## src/rtl/vend_controller.sv

```systemverilog
// Vending sequencer: select/compare/vend, greedy change payout, then coin-counter clear.
// Optional idle-refund timer is built when VEND_CONTROLLER_TIMEOUT_EN is defined.
module vend_controller #(
  parameter logic [9:0]  PRICE0         = 10'd50,
  parameter logic [9:0]  PRICE1         = 10'd75,
  parameter logic [9:0]  PRICE2         = 10'd100,
  parameter logic [9:0]  PRICE3         = 10'd125,
  parameter logic [15:0] TIMEOUT_CYCLES = 16'd1000
) (
  input  logic       clk,
  input  logic       rst,
  input  logic [9:0] money_count,
  input  logic       sel_valid,
  input  logic [1:0] sel_item,
  input  logic       cancel,
  output logic       coin_lock,
  output logic       counter_clr,
  output logic       vend,
  output logic [1:0] vend_item,
  output logic       denied,
  output logic       ret_q,
  output logic       ret_d,
  output logic       ret_n,
  output logic       busy
);

  localparam logic [1:0] ST_IDLE   = 2'd0;
  localparam logic [1:0] ST_VEND   = 2'd1;
  localparam logic [1:0] ST_CHANGE = 2'd2;
  localparam logic [1:0] ST_CLEAR  = 2'd3;

  function automatic logic [9:0] price_of(input logic [1:0] item);
    case (item)
      2'd0:    price_of = PRICE0;
      2'd1:    price_of = PRICE1;
      2'd2:    price_of = PRICE2;
      2'd3:    price_of = PRICE3;
      default: price_of = PRICE0;
    endcase
  endfunction

  // Largest coin not exceeding the amount still owed; 0 once below a nickel.
  function automatic logic [9:0] coin_value(input logic [9:0] due);
    if (due >= 10'd25) begin
      coin_value = 10'd25;
    end else if (due >= 10'd10) begin
      coin_value = 10'd10;
    end else if (due >= 10'd5) begin
      coin_value = 10'd5;
    end else begin
      coin_value = 10'd0;
    end
  endfunction

  logic [1:0] state_q, state_d;
  logic [9:0] change_due_q, change_due_d;
  logic [1:0] vend_item_q, vend_item_d;
  logic [9:0] price_s;
  logic [9:0] coin_s;
  logic [9:0] coin_next_s;
  logic       refund_s;
  logic       timeout_s;
  logic       denied_d;

  logic lock_q, clr_q, vend_q, denied_q, rq_q, rd_q, rn_q, busy_q;

`ifdef VEND_CONTROLLER_TIMEOUT_EN
  logic [15:0] timer_q, timer_d;
  logic [9:0]  money_prev_q;
  logic        count_en_s;

  // Idle timer: counts only while credit is held unchanged and nobody touches the panel.
  always_comb begin
    count_en_s = (state_q == ST_IDLE) && (money_count != 10'd0) &&
                 (money_count == money_prev_q) && !sel_valid;
    if (count_en_s) begin
      timer_d = timer_q + 16'd1;
    end else begin
      timer_d = 16'd0;
    end
    timeout_s = count_en_s && (timer_d >= TIMEOUT_CYCLES);
  end

  // Timer and credit-history registers.
  always_ff @(posedge clk or posedge rst) begin
    if (rst) begin
      timer_q      <= 16'd0;
      money_prev_q <= 10'd0;
    end else begin
      timer_q      <= timer_d;
      money_prev_q <= money_count;
    end
  end
`else
  logic unused_timeout_s;
  assign unused_timeout_s = ^TIMEOUT_CYCLES;
  assign timeout_s        = 1'b0;
`endif

  // Next-state and change-due computation.
  always_comb begin
    state_d      = state_q;
    change_due_d = change_due_q;
    vend_item_d  = vend_item_q;
    denied_d     = 1'b0;
    coin_s       = 10'd0;
    price_s      = price_of(sel_item);
    refund_s     = (cancel || timeout_s) && (money_count != 10'd0);
    case (state_q)
      ST_IDLE: begin
        if (refund_s) begin
          change_due_d = money_count;
          state_d      = (money_count >= 10'd5) ? ST_CHANGE : ST_CLEAR;
        end else if (sel_valid) begin
          vend_item_d = sel_item;
          if (money_count >= price_s) begin
            change_due_d = money_count - price_s;
            state_d      = ST_VEND;
          end else begin
            denied_d = 1'b1;
          end
        end else begin
          state_d = ST_IDLE;
        end
      end
      ST_VEND: begin
        state_d = (change_due_q >= 10'd5) ? ST_CHANGE : ST_CLEAR;
      end
      ST_CHANGE: begin
        coin_s       = coin_value(change_due_q);
        change_due_d = change_due_q - coin_s;
        state_d      = (change_due_d >= 10'd5) ? ST_CHANGE : ST_CLEAR;
      end
      ST_CLEAR: begin
        change_due_d = 10'd0;
        state_d      = ST_IDLE;
      end
      default: begin
        change_due_d = 10'd0;
        state_d      = ST_IDLE;
      end
    endcase
  end

  // Outputs are registered from the next state so each pulse lines up with its state cycle.
  assign coin_next_s = (state_d == ST_CHANGE) ? coin_value(change_due_d) : 10'd0;

  // State, datapath and output registers.
  always_ff @(posedge clk or posedge rst) begin
    if (rst) begin
      state_q      <= ST_IDLE;
      change_due_q <= 10'd0;
      vend_item_q  <= 2'd0;
      lock_q       <= 1'b0;
      clr_q        <= 1'b0;
      vend_q       <= 1'b0;
      denied_q     <= 1'b0;
      rq_q         <= 1'b0;
      rd_q         <= 1'b0;
      rn_q         <= 1'b0;
      busy_q       <= 1'b0;
    end else begin
      state_q      <= state_d;
      change_due_q <= change_due_d;
      vend_item_q  <= vend_item_d;
      lock_q       <= (state_d != ST_IDLE);
      clr_q        <= (state_d == ST_CLEAR);
      vend_q       <= (state_d == ST_VEND);
      denied_q     <= denied_d;
      rq_q         <= (coin_next_s == 10'd25);
      rd_q         <= (coin_next_s == 10'd10);
      rn_q         <= (coin_next_s == 10'd5);
      busy_q       <= (state_d != ST_IDLE);
    end
  end

  assign coin_lock   = lock_q;
  assign counter_clr = clr_q;
  assign vend        = vend_q;
  assign vend_item   = vend_item_q;
  assign denied      = denied_q;
  assign ret_q       = rq_q;
  assign ret_d       = rd_q;
  assign ret_n       = rn_q;
  assign busy        = busy_q;

endmodule
```

## config.mk

```make
export PLATFORM = sky130hd
export DESIGN_NAME = vend_controller
export DESIGN_NICKNAME = d
export VERILOG_FILES = /design/src/rtl/vend_controller.sv
export SDC_FILE = /design/constraint.sdc
export NUM_CORES = 1
export LEC_CHECK = 0
export BUFFER_PORTS_ARGS = -buffer_cell sky130_fd_sc_hd__buf_4
export CAP_MARGIN = 5
export CORE_ASPECT_RATIO = 0.6
export CORE_UTILIZATION = 35
export DETAILED_ROUTE_END_ITERATION = 8
export PLACE_DENSITY = 0.49
export SLEW_MARGIN = 5
export SYNTH_ARGS = -nofsm -noshare
export SYNTH_HDL_FRONTEND = slang
export SYNTH_SLANG_ARGS = --single-unit
export TNS_END_PERCENT = 5
```

## constraint.sdc

```tcl
create_clock -name clk -period 4.4 [get_ports clk]
set_clock_uncertainty 0.1 [all_clocks]
set_input_delay 0.22 -clock clk [delete_from_list [all_inputs] [get_ports clk]]
set_output_delay 0.22 -clock clk [all_outputs]
set_load 0.01 [all_outputs]
```

==> Yosys cells after proc, flatten, opt, wreduce, memory -nomap -nowiden <==
Index checks and enable logic that the tools add are counted.
{ "word_totals": {"input_bits": 16, "out_inout_bits": 10, "wordCells": 64, "regBits": 21} }
{ "classes": {"n_addsub": 2, "muxes": 24, "bitwise": 1, "reduce_logical": 6, "eq_ne": 12, "magnitude_cmp": 9} }
{ "ops": {"columns": ["op", "n"], "rows": [
  ["$mux 10", 5],
  ["$ge 10x3->1 const B", 4],
  ["$pmux 10 s4", 1],
  ["$pmux 10 s3", 1],
  ["$ge 10x4->1 const B", 2],
  ["$ge 10x5->1 const B", 2],
  ["$sub 10x10->10", 2],
  ["$eq 2x2->1 const B", 6],
  ["$eq 10x3->1 const B", 1],
  ["$eq 10x4->1 const B", 1],
  ["$eq 10x5->1 const B", 1],
  ["$ge 10x10->1", 1],
  ["$mux 5", 2],
  ["$reduce_bool 10->1", 1],
  ["$mux 4", 2],
  ["$pmux 2 s4", 1],
  ["$mux 1", 7],
  ["$eq 2x1->1 const B", 3],
  ["$mux 2", 3],
  ["$mux 3", 2],
  ["$logic_not 2->1", 2],
  ["$reduce_and 3->1", 1],
  ["$reduce_bool 2->1", 1],
  ["$logic_and 1x1->1", 1],
  ["$not 1->1", 1]
]} }

==> Longest topological paths before layout <==
Gate-level depths: netlist of the first run.
{ "logic_depth": {"word_depth": 13, "mapped_depth": 17, "mapped_depth_nobuf": 17} }

==> Worst setup path after synthesis of the first run <==
OpenSTA, ideal clock, no wires.
{ "synth_timing": {"kind": "in2reg", "from": "input sel_item[0]", "to": "register rn_q (netlist: ret_n)", "t_required_ns": 4.204, "t_arrival_ns": 3.357, "setup_ns": 0.096, "cell_stages": 12, "n_path_buf": 1, "slack_ns": 0.847, "cell_sequence": "inv_1 > ha_1 > ha_1 > a211o_1 > or4_1 > buf_6 > o21ai_4 > a21oi_2 > o211a_1 > or4_4 > or4_4 > nor4_2"} }
{ "synth_via": {"elab_chain_cells": 13, "elab_cells_between_ends": 24, "classes_between": "add/sub: 1; order compare: 4; eq/ne: 5; mux: 13; reduce/logical: 1"} }
{ "synth_lines": {"columns": ["element", "line", "text"], "rows": [
  ["start, declared", "14", "input logic [1:0] sel_item,"],
  ["$eq 2x2->1, or another cell as far along", "33", "case (item)"],
  ["$pmux 10 s4 (*)", "33", null],
  ["$sub 10x10->10 / $ge 10x10->1 (equally long branches)", "117, 116", null],
  ["$mux 10 (*)", "116", "if (money_count >= price_s) begin"],
  ["$mux 10 (*)", "114", "end else if (sel_valid) begin"],
  ["$mux 10 (*)", "111", "if (refund_s) begin"],
  ["$pmux 10 s3 (*)", "109", "case (state_q)"],
  ["net change_due_d[7]", "56", "logic [9:0] change_due_q, change_due_d;"],
  ["$ge 10x3->1", "48", "end else if (due >= 10'd5) begin"],
  ["$mux 3", "48", null],
  ["$mux 4", "46", "end else if (due >= 10'd10) begin"],
  ["$mux 5 (*)", "44", "if (due >= 10'd25) begin"],
  ["$mux 10 (*)", "146", "assign coin_next_s = (state_d == ST_CHANGE) ? coin_value(change_due_d) : 10'd0;"],
  ["$eq 10x3->1 (*)", "172", "rn_q <= (coin_next_s == 10'd5);"],
  ["end signal, assigned", "172", null],
  ["end, declared", "65", "logic lock_q, clr_q, vend_q, denied_q, rq_q, rd_q, rn_q, busy_q;"]
]} }
The timed path passes the listed nets; every way through them passes the cells marked *. The select of a mux whose other input is x is not followed.
A chain may end at the register's enable or synchronous reset.

==> Worst setup path in the final report of the first run <==
{ "layout_timing": {"from": "register change_due_q[7]", "to": "register rn_q (netlist: ret_n)"} }
{ "layout_via": {"elab_chain_cells": 13, "elab_cells_between_ends": 25, "classes_between": "add/sub: 1; order compare: 7; eq/ne: 2; mux: 15"} }
{ "layout_lines": {"columns": ["element", "line", "text"], "rows": [
  ["start, declared", "56", null],
  ["start signal, assigned", "164", "change_due_q <= change_due_d;"],
  ["$ge 10x3->1", "48", null],
  ["$mux 3", "48", null],
  ["$mux 4", "46", null],
  ["$mux 5 (*)", "44", null],
  ["$mux 10 (*)", "109", null],
  ["$sub 10x10->10 (*)", "131", "change_due_d = change_due_q - coin_s;"],
  ["$pmux 10 s3 (*)", "109", null],
  ["net change_due_d[6]", "56", null],
  ["$ge 10x3->1", "48", null],
  ["$mux 3", "48", null],
  ["$mux 4", "46", null],
  ["$mux 5 (*)", "44", null],
  ["$mux 10 (*)", "146", null],
  ["$eq 10x3->1 (*)", "172", null]
]} }
Marks and branches as above.

==> results of run 1 <==
-- worst max-delay path: cells and delay by family (launching register included) --
kind                       cells  cell delay, ns
and+or+nand+nor                8            1.82
AOI/OAI and AO/OA              5            0.93
adders and majority gates      2            0.60
DFF                            1            0.46
buffers and inverters          1            0.06
-- cells in the final DEF (no fill, tap or decap), types with 3 or more instances in the layout --
cell	count
nand2_1	25
buf_4	36
and2_1	4
a21oi_1	13
ha_1	20
o2111ai_1	3
nor2b_1	4
nand3_1	9
nor3_1	11
a311o_1	3
o21a_1	6
a21o_1	6
and3_1	3
o21ai_0	18
a22oi_1	4
nor2_1	16
dfrtp_1	21
a31oi_1	8
or3_1	3
o31ai_1	6
inv_1	23
clkbuf_8	3
a211oi_1	3
o211ai_1	3
-- layout make-up --
type,count,area [µm²],area share (%)
clock buffer,3,41.29,1.579
timing repair buffer,36,270.3,10.33
inverter,23,86.33,3.301
sequential,21,525.5,20.10
clock inverter,1,7.507,0.2871
tap,84,105.1,4.019
multi-input combinational,223,1579,60.38
-- what timing repair did --
action,in CTS,in global routing
setup buffers,0,0
hold endpoints to repair,0,0
setup endpoints to repair,0,3
resized for setup,0,2
-- synth_stat cells (all sizes together) (6+ instances only) --
master | n | area share [%]
ha | 20 | 11
o31ai | 6 | 2.0
clkbuf | 6 | 1.0
a21oi | 14 | 3.3
nand3 | 9 | 2.0
nor3 | 11 | 2.5
a21o | 6 | 2.0
o21a | 6 | 2.0
o21ai | 20 | 5.0
a31oi | 8 | 2.2
nor2 | 16 | 2.7
nand2 | 25 | 4.2
dfrtp | 21 | 24
inv | 23 | 3.9
-- logic make-up after synthesis --
| logic type | Yosys count |
|---|---|
| AO/OA/AOI/OAI | 100 |
| XOR/XNOR | 4 |
| adder cells (fa/ha/maj) | 22 |
| buffers and inverters | 32 |
| flip-flops | 21 |
| multiplexers | 2 |
| AND/OR/NAND/NOR | 95 |
-- flip-flops by register name, indices dropped and copies added (netlist names) --
signal and count:
ret_d 1, vend_item 2, ret_q 1, ret_n 1, vend 1, counter_clr 1
state_q 2, change_due_q 10, denied 1, busy 1
-- power by group --
group	leakage, nW	total, W	switching [W]	internal, W
sequential	0.267	0.000358	0.0000801	0.000278
combinational	0.913	0.00127	0.000727	0.000545
clock	0.0217	0.000140	0.0000755	0.0000642
total	1.20	0.00177	0.000882	0.000887
-- worst paths after layout --
| path | endpoint | slack (ns) |
|---|---|---|
| min | ret_n$_DFF_PP0_ | 0.02 |
| min in group clk | vend_item[1]$_DFFE_PP0P_ | 0.22 |
| min reg2reg | vend_item[1]$_DFFE_PP0P_ | 0.39 |
| max | ret_n$_DFF_PP0_ | 0.33 |
| max in group asynchronous | change_due_q[0]$_DFF_PP0_ | 3.64 |
| max reg2reg | ret_n$_DFF_PP0_ | 0.33 |
-- metal layers --
layer	track usage, %	wire (µm)	up-vias
met5	0	0	-
met4	2.641	10	0
met3	3.265	370	2
met2	30.46	2624	54
met1	35.46	3780	1061
li1	-	-	1105
-- stage by stage --
step                      instances  hold slack (ns)  total power [W]
after detailed placement        387           0.3522         0.001600
after CTS                       391          0.04691         0.001749
after floorplan                 276          0.09653         0.001241
after global placement          387           0.3460         0.001632
final                           391          0.02209         0.001769
after global routing            391          0.08592         0.001937
==> metrics.csv, run 1 <==
stage,metric,value,unit
pwr,power per cell area,676.5,mW/mm²
detailed_routing,drt wl/cell,17.36,µm
sta,slew at the pin closest to its max-slew limit,0.8671,ns
sta,setup_tns,0,ns
yosys,ys async rst share,100.0,%
sta,post-route setup slack,0.3298,ns
yosys,"Top FF cell, synth",dfrtp_1,
yosys,Avg Synthesized Cell Area,8.065,µm²
cells_and_area,final instance area,0.002615,mm²
detailed_routing,via count,2222,
yosys,Post-Synth Adder-Cell Area,13.04,%
sta,Final Hold Viols,0,
yosys,register area share after synthesis,23.61,%
detailed_routing,post-route ant nets,0,
global_route,global-route total usage across every layer,21.86,%
critical_path,CP Max Fanout,7,
clock_network,root buf cell,clkbuf_8,
detailed_routing,1st-iter DRT viols,190,
placement,dpl ws,0.2881,ns
yosys,post-synthesis register bit count,21,
die,Die Area,0.006693,mm²
outcome,status,"finished, final reports clean",
run,max-cap violation count,0,
yosys,post-synthesis net count,314,
cells_and_area,ANT cells,0,
detailed_routing,routed vias/inst,5.683,
sta,RSZ-0062 raised after global routing,false,
critical_path,R2R cell count,16,
sta,final count of pins violating max slew,0,
clock_network,cts hold-fix bufs,0,
clock_network,"Reg clk slew, reported paths",0.09,ns
die,Core Box Area,0.006111,mm²
cells_and_area,Filler Cells Inserted,644,
critical_path,Worst Path Arrival,4.15,ns
yosys,Cell variety after synth,63,
die,initial core utilization,36.43,%
detailed_routing,DRT Wirelength,6.786,mm
placement,I/O Buffers,25,
detailed_routing,# DRC,0,
sta,Fmax,245.7,MHz
clock_network,CTS tree,yes,
sta,Relative slew margins,42.13,%
critical_path,"Largest stage delay, worst path",0.60,ns
clock_network,htree depth,1,
yosys,Post-synth EDFFs,0,
critical_path,RR Startpoint,change_due_q[7]$_DFF_PP0_,
global_route,initial antenna violation count,0,
clock_network,Bufs on Longest Clock Path,2,
die,# IOs,26,
cells_and_area,P&R area growth vs syn,17.48,%
yosys,Simple-Gate Fraction of Synth Area,22.65,%
critical_path,CP most frequent cell,nand2_1,
yosys,mux cell area share after synthesis,1.012,%
critical_path,"Req. time, crit path",4.48,ns
yosys,post-synthesis cell area,0.002226,mm²
placement,DP HPWL,5.535,mm
placement,GP Congestion,0.8485,
global_route,number of global-route vias before repair,2113,
sta,min cycle time layout,4.070,ns
yosys,Syn. warnings,0,
global_route,first-pass GRT wire length,11.32,mm
critical_path,worst-path cell chain,nor3_1 > nand2_1 > nor2_1 > nand2_1 > nand2_1 > ha_1 > inv_1 > fa_1 > a211oi_2 > o211ai_1 > nand2_1 > o21ai_0 > a221oi_1 > o31ai_1 > or4_4 > nor4_2,
sta,endpoints failing setup,0,
pwr,VDD IR max,0.0003348,V
critical_path,slowest CP cell,or4_4,
global_route,largest net degree at the start of global routing,22,
min_path,Min-Delay Path Class,input pin to async pin,
placement,placed cell areas,0.002555,mm²
sta,fin crit share,92.51,%
critical_path,crit path from,change_due_q[7]$_DFF_PP0_,
die,die height,63.77,µm
pwr,Pleak,1.202,nW
yosys,Synth Area in XOR/XNOR,1.574,%
clock_network,TritonCTS Buffers,3,
die,Die Width,105.0,µm
cells_and_area,final core utilization,42.79,%
cells_and_area,fraction of layout instances using a drive strength above 1,17.26,%
critical_path,endpoint class of the critical path,flop,
critical_path,startpoint types,flop,
critical_path,Setup CP Type,flop to flop,
global_route,global route overflow,0,
yosys,cells after synthesis,276,
clock_network,Skew-Pair Late Insertion Delay,0.27,ns
clock_network,total clock sinks,21,
cells_and_area,NumNets Final,346,
die,row cnt,22,
yosys,largest family of logic cells by synthesized area,compound AO/OA/AOI/OAI gates,
yosys,Compound-Gate Fraction of Synth Area,32.15,%
detailed_routing,Pre-antenna DRT Iters,4,
No activity file was read; power rests on OpenSTA's default activity.
==> run 2: changes to the inputs <==
--- a/config.mk
+++ b/config.mk
@@ -5,7 +5,7 @@
 export SDC_FILE = /design/constraint.sdc
 export NUM_CORES = 1
 export LEC_CHECK = 0
-export BUFFER_PORTS_ARGS = -buffer_cell sky130_fd_sc_hd__buf_4
+export BUFFER_PORTS_ARGS = -buffer_cell sky130_fd_sc_hd__buf_2
 export CAP_MARGIN = 5
 export CORE_ASPECT_RATIO = 0.6
 export CORE_UTILIZATION = 35
==> run 2 against run 1 <==
- the run now ends with negative hold slack left
- core utilization decreased by 1.1 points
- routed wire length down 2.7%
- design area fell by 2.5%
- largest cell class unchanged
==> metrics.csv, run 2 (synthesis gave the netlist of run 1 again) <==
stage,metric,value,unit,change
outcome,status,"complete, but fails checks",,"was finished, final reports clean"
outcome,failing checks,negative hold slack,,
min_path,Min-Delay Path Class,input pin to async pin,,unchanged
die,initial core utilization,36.43,%,unchanged
clock_network,total clock sinks,21,,unchanged
global_route,largest net degree at the start of global routing,22,,unchanged
detailed_routing,1st-iter DRT viols,196,,was 190
die,Core Box Area,0.006111,mm²,unchanged
pwr,Comb pwr share,71.8,%,about the same
critical_path,Setup CP Type,flop to flop,,unchanged
clock_network,htree depth,1,,unchanged
die,# IOs,26,,unchanged
sta,slew at the pin closest to its max-slew limit,0.8259,ns,was 0.8671 ns
die,row cnt,22,,unchanged
detailed_routing,# DRC,0,,unchanged
sta,RSZ-0062 raised after global routing,false,,unchanged
die,die height,63.77,µm,unchanged
cells_and_area,fraction of layout instances using a drive strength above 1,16.88,%,was 17.26%
pwr,Tot Pwr,0.001734,W,was 0.001769 W
critical_path,startpoint types,flop,,unchanged
sta,Fmax,247.4,MHz,was 245.7 MHz
global_route,number of global-route vias before repair,2095,,was 2113
detailed_routing,WL met3,356,µm,was 370 µm
sta,hold_ws,-0.004257,ns,was 0.02209 ns
cells_and_area,ANT cells,0,,unchanged
die,Die Area,0.006693,mm²,unchanged
critical_path,Worst Path Arrival,4.13,ns,was 4.15 ns
clock_network,CTS resizes,0,,unchanged
detailed_routing,drt wl/cell,16.84,µm,was 17.36 µm
pwr,share of power burned in registers,20.2,%,was 20.3%
detailed_routing,DRT Wirelength,6.600,mm,was 6.786 mm
sta,final count of pins violating max slew,0,,unchanged
pwr,VDD IR max,0.0003070,V,was 0.0003348 V
detailed_routing,via count,2236,,was 2222
cells_and_area,NumNets Final,347,,was 346
pwr,Pleak,1.186,nW,was 1.202 nW
die,Die Width,105.0,µm,unchanged
global_route,global-route total usage across every layer,20.64,%,was 21.86%
detailed_routing,post-route ant nets,0,,unchanged
clock_network,cts hold-fix bufs,0,,unchanged
pwr,Switch Pwr,0.0008742,W,was 0.0008821 W
critical_path,endpoint class of the critical path,flop,,unchanged
pwr,Sw Share,50.41,%,was 49.86%
clock_network,"Reg clk slew, reported paths",0.09,ns,about the same
sta,Relative slew margins,44.88,%,was 42.13%
placement,dpl ws,0.2640,ns,was 0.2881 ns
clock_network,post-CTS setup buffers,0,,unchanged
clock_network,TritonCTS Buffers,3,,unchanged
sta,setup_tns,0,ns,unchanged
cells_and_area,Largest Register,change_due_q,,unchanged
pwr,Internal,0.0008599,W,was 0.0008870 W
detailed_routing,met2 routed WL,2.581,mm,was 2.624 mm
detailed_routing,Pre-antenna DRT Iters,5,,was 4
sta,post-route setup slack,0.3575,ns,was 0.3298 ns
detailed_routing,routed metal-1 wirelength,3.642,mm,was 3.780 mm
placement,GP Congestion,0.8853,,was 0.8485
sta,Final Hold Viols,9,,was 0
run,max-cap violation count,0,,unchanged
critical_path,"Req. time, crit path",4.48,ns,about the same
cells_and_area,most frequent cells in the layout,"nand2_1, buf_2, inv_1",,"was buf_4, nand2_1, inv_1"
sta,endpoints failing setup,0,,unchanged
clock_network,CTS tree,yes,,unchanged
placement,I/O Buffers,25,,unchanged
clock_network,root buf cell,clkbuf_8,,unchanged
cells_and_area,max reg flops,10,,unchanged
placement,DP HPWL,5.379,mm,was 5.535 mm
pwr,clock group share of total power,7.9,%,about the same
global_route,initial antenna violation count,0,,unchanged
cells_and_area,P&R area growth vs syn,14.50,%,was 17.48%
clock_network,Bufs on Longest Clock Path,2,,unchanged
sta,min cycle time layout,4.042,ns,was 4.070 ns
critical_path,CP Max Fanout,4,,was 7
clock_network,Skew-Pair Late Insertion Delay,0.27,ns,about the same
sta,fin crit share,91.87,%,was 92.51%
detailed_routing,routed vias/inst,5.704,,was 5.683
detailed_routing,top sig layer,met4,,unchanged
pwr,power per cell area,680.4,mW/mm²,was 676.5 mW/mm²
global_route,first-pass GRT wire length,10.81,mm,was 11.32 mm
global_route,global route overflow,0,,unchanged
[run 2: cell types whose count changed in the layout (fill, tap and decap cells not counted), sizes merged]
cell / delta
buf: +1
[run 2: cell type report]
class	count	area, µm²
Tap cell	84	105.1
Clock inverter	1	7.507
Sequential cell	21	525.5
Multi-Input combinational cell	223	1568
Inverter	23	86.33
Fill cell	666	3562
Clock buffer	3	41.29
Timing Repair Buffer	37	215.2
[run 2: layer usage]
metal	vias up	track usage, %
met5	-	0
met4	0	2.113
met3	4	2.959
met2	63	29.88
met1	1055	32.81
li1	1114	-
[run 2: per-stage QoR]
step           cells  utilization, %  cell area [µm²]
4_1_cts          392           41.71             2549
5_1_grt          392           41.71             2549
2_1_floorplan    276               -             2226
6_report         392           41.71             2549
3_5_place_dp     388           40.91             2500
3_3_place_gp     388           40.91             2500
[run 2: power groups by stage]
| stage | clock network [W] | registers [W] | logic [W] |
|---|---|---|---|
| floorplan | 0 | 0.000354 | 0.000887 |
| global placement | 0 | 0.000353 | 0.00125 |
| detailed placement | 0 | 0.000352 | 0.00123 |
| CTS | 0.000139 | 0.000351 | 0.00124 |
| global route | 0.000145 | 0.000362 | 0.00140 |
| finish | 0.000138 | 0.000351 | 0.00125 |
[run 2: worst paths after layout]
kind	end	depth (start not counted)	slack, ns	startpoint
min in group clk	vend_item[1]$_DFFE_PP0P_	3	0.24	sel_item[1]
max in group asynchronous	change_due_q[5]$_DFF_PP0_	2	3.69	rst
setup / recovery	ret_n$_DFF_PP0_	16	0.36	change_due_q[9]$_DFF_PP0_
hold / removal	ret_d$_DFF_PP0_	2	-0.004	rst
hold reg to reg	vend_item[1]$_DFFE_PP0P_	2	0.38	vend_item[1]$_DFFE_PP0P_
setup reg to reg	ret_n$_DFF_PP0_	16	0.36	change_due_q[9]$_DFF_PP0_
[run 2: worst max-delay path, stage by stage (launching register included)]
cell and delay (ns):
dfrtp_1 0.41, nor3_1 0.35, nand2_1 0.14, nor2_1 0.17
nand2_1 0.10, nand2_1 0.08, ha_1 0.18, inv_1 0.06
fa_1 0.40, a211oi_1 0.38, o211ai_1 0.18, nand2_1 0.09
o21ai_0 0.07, a221oi_1 0.27, o31ai_1 0.14, or4_4 0.60
nor4_2 0.25
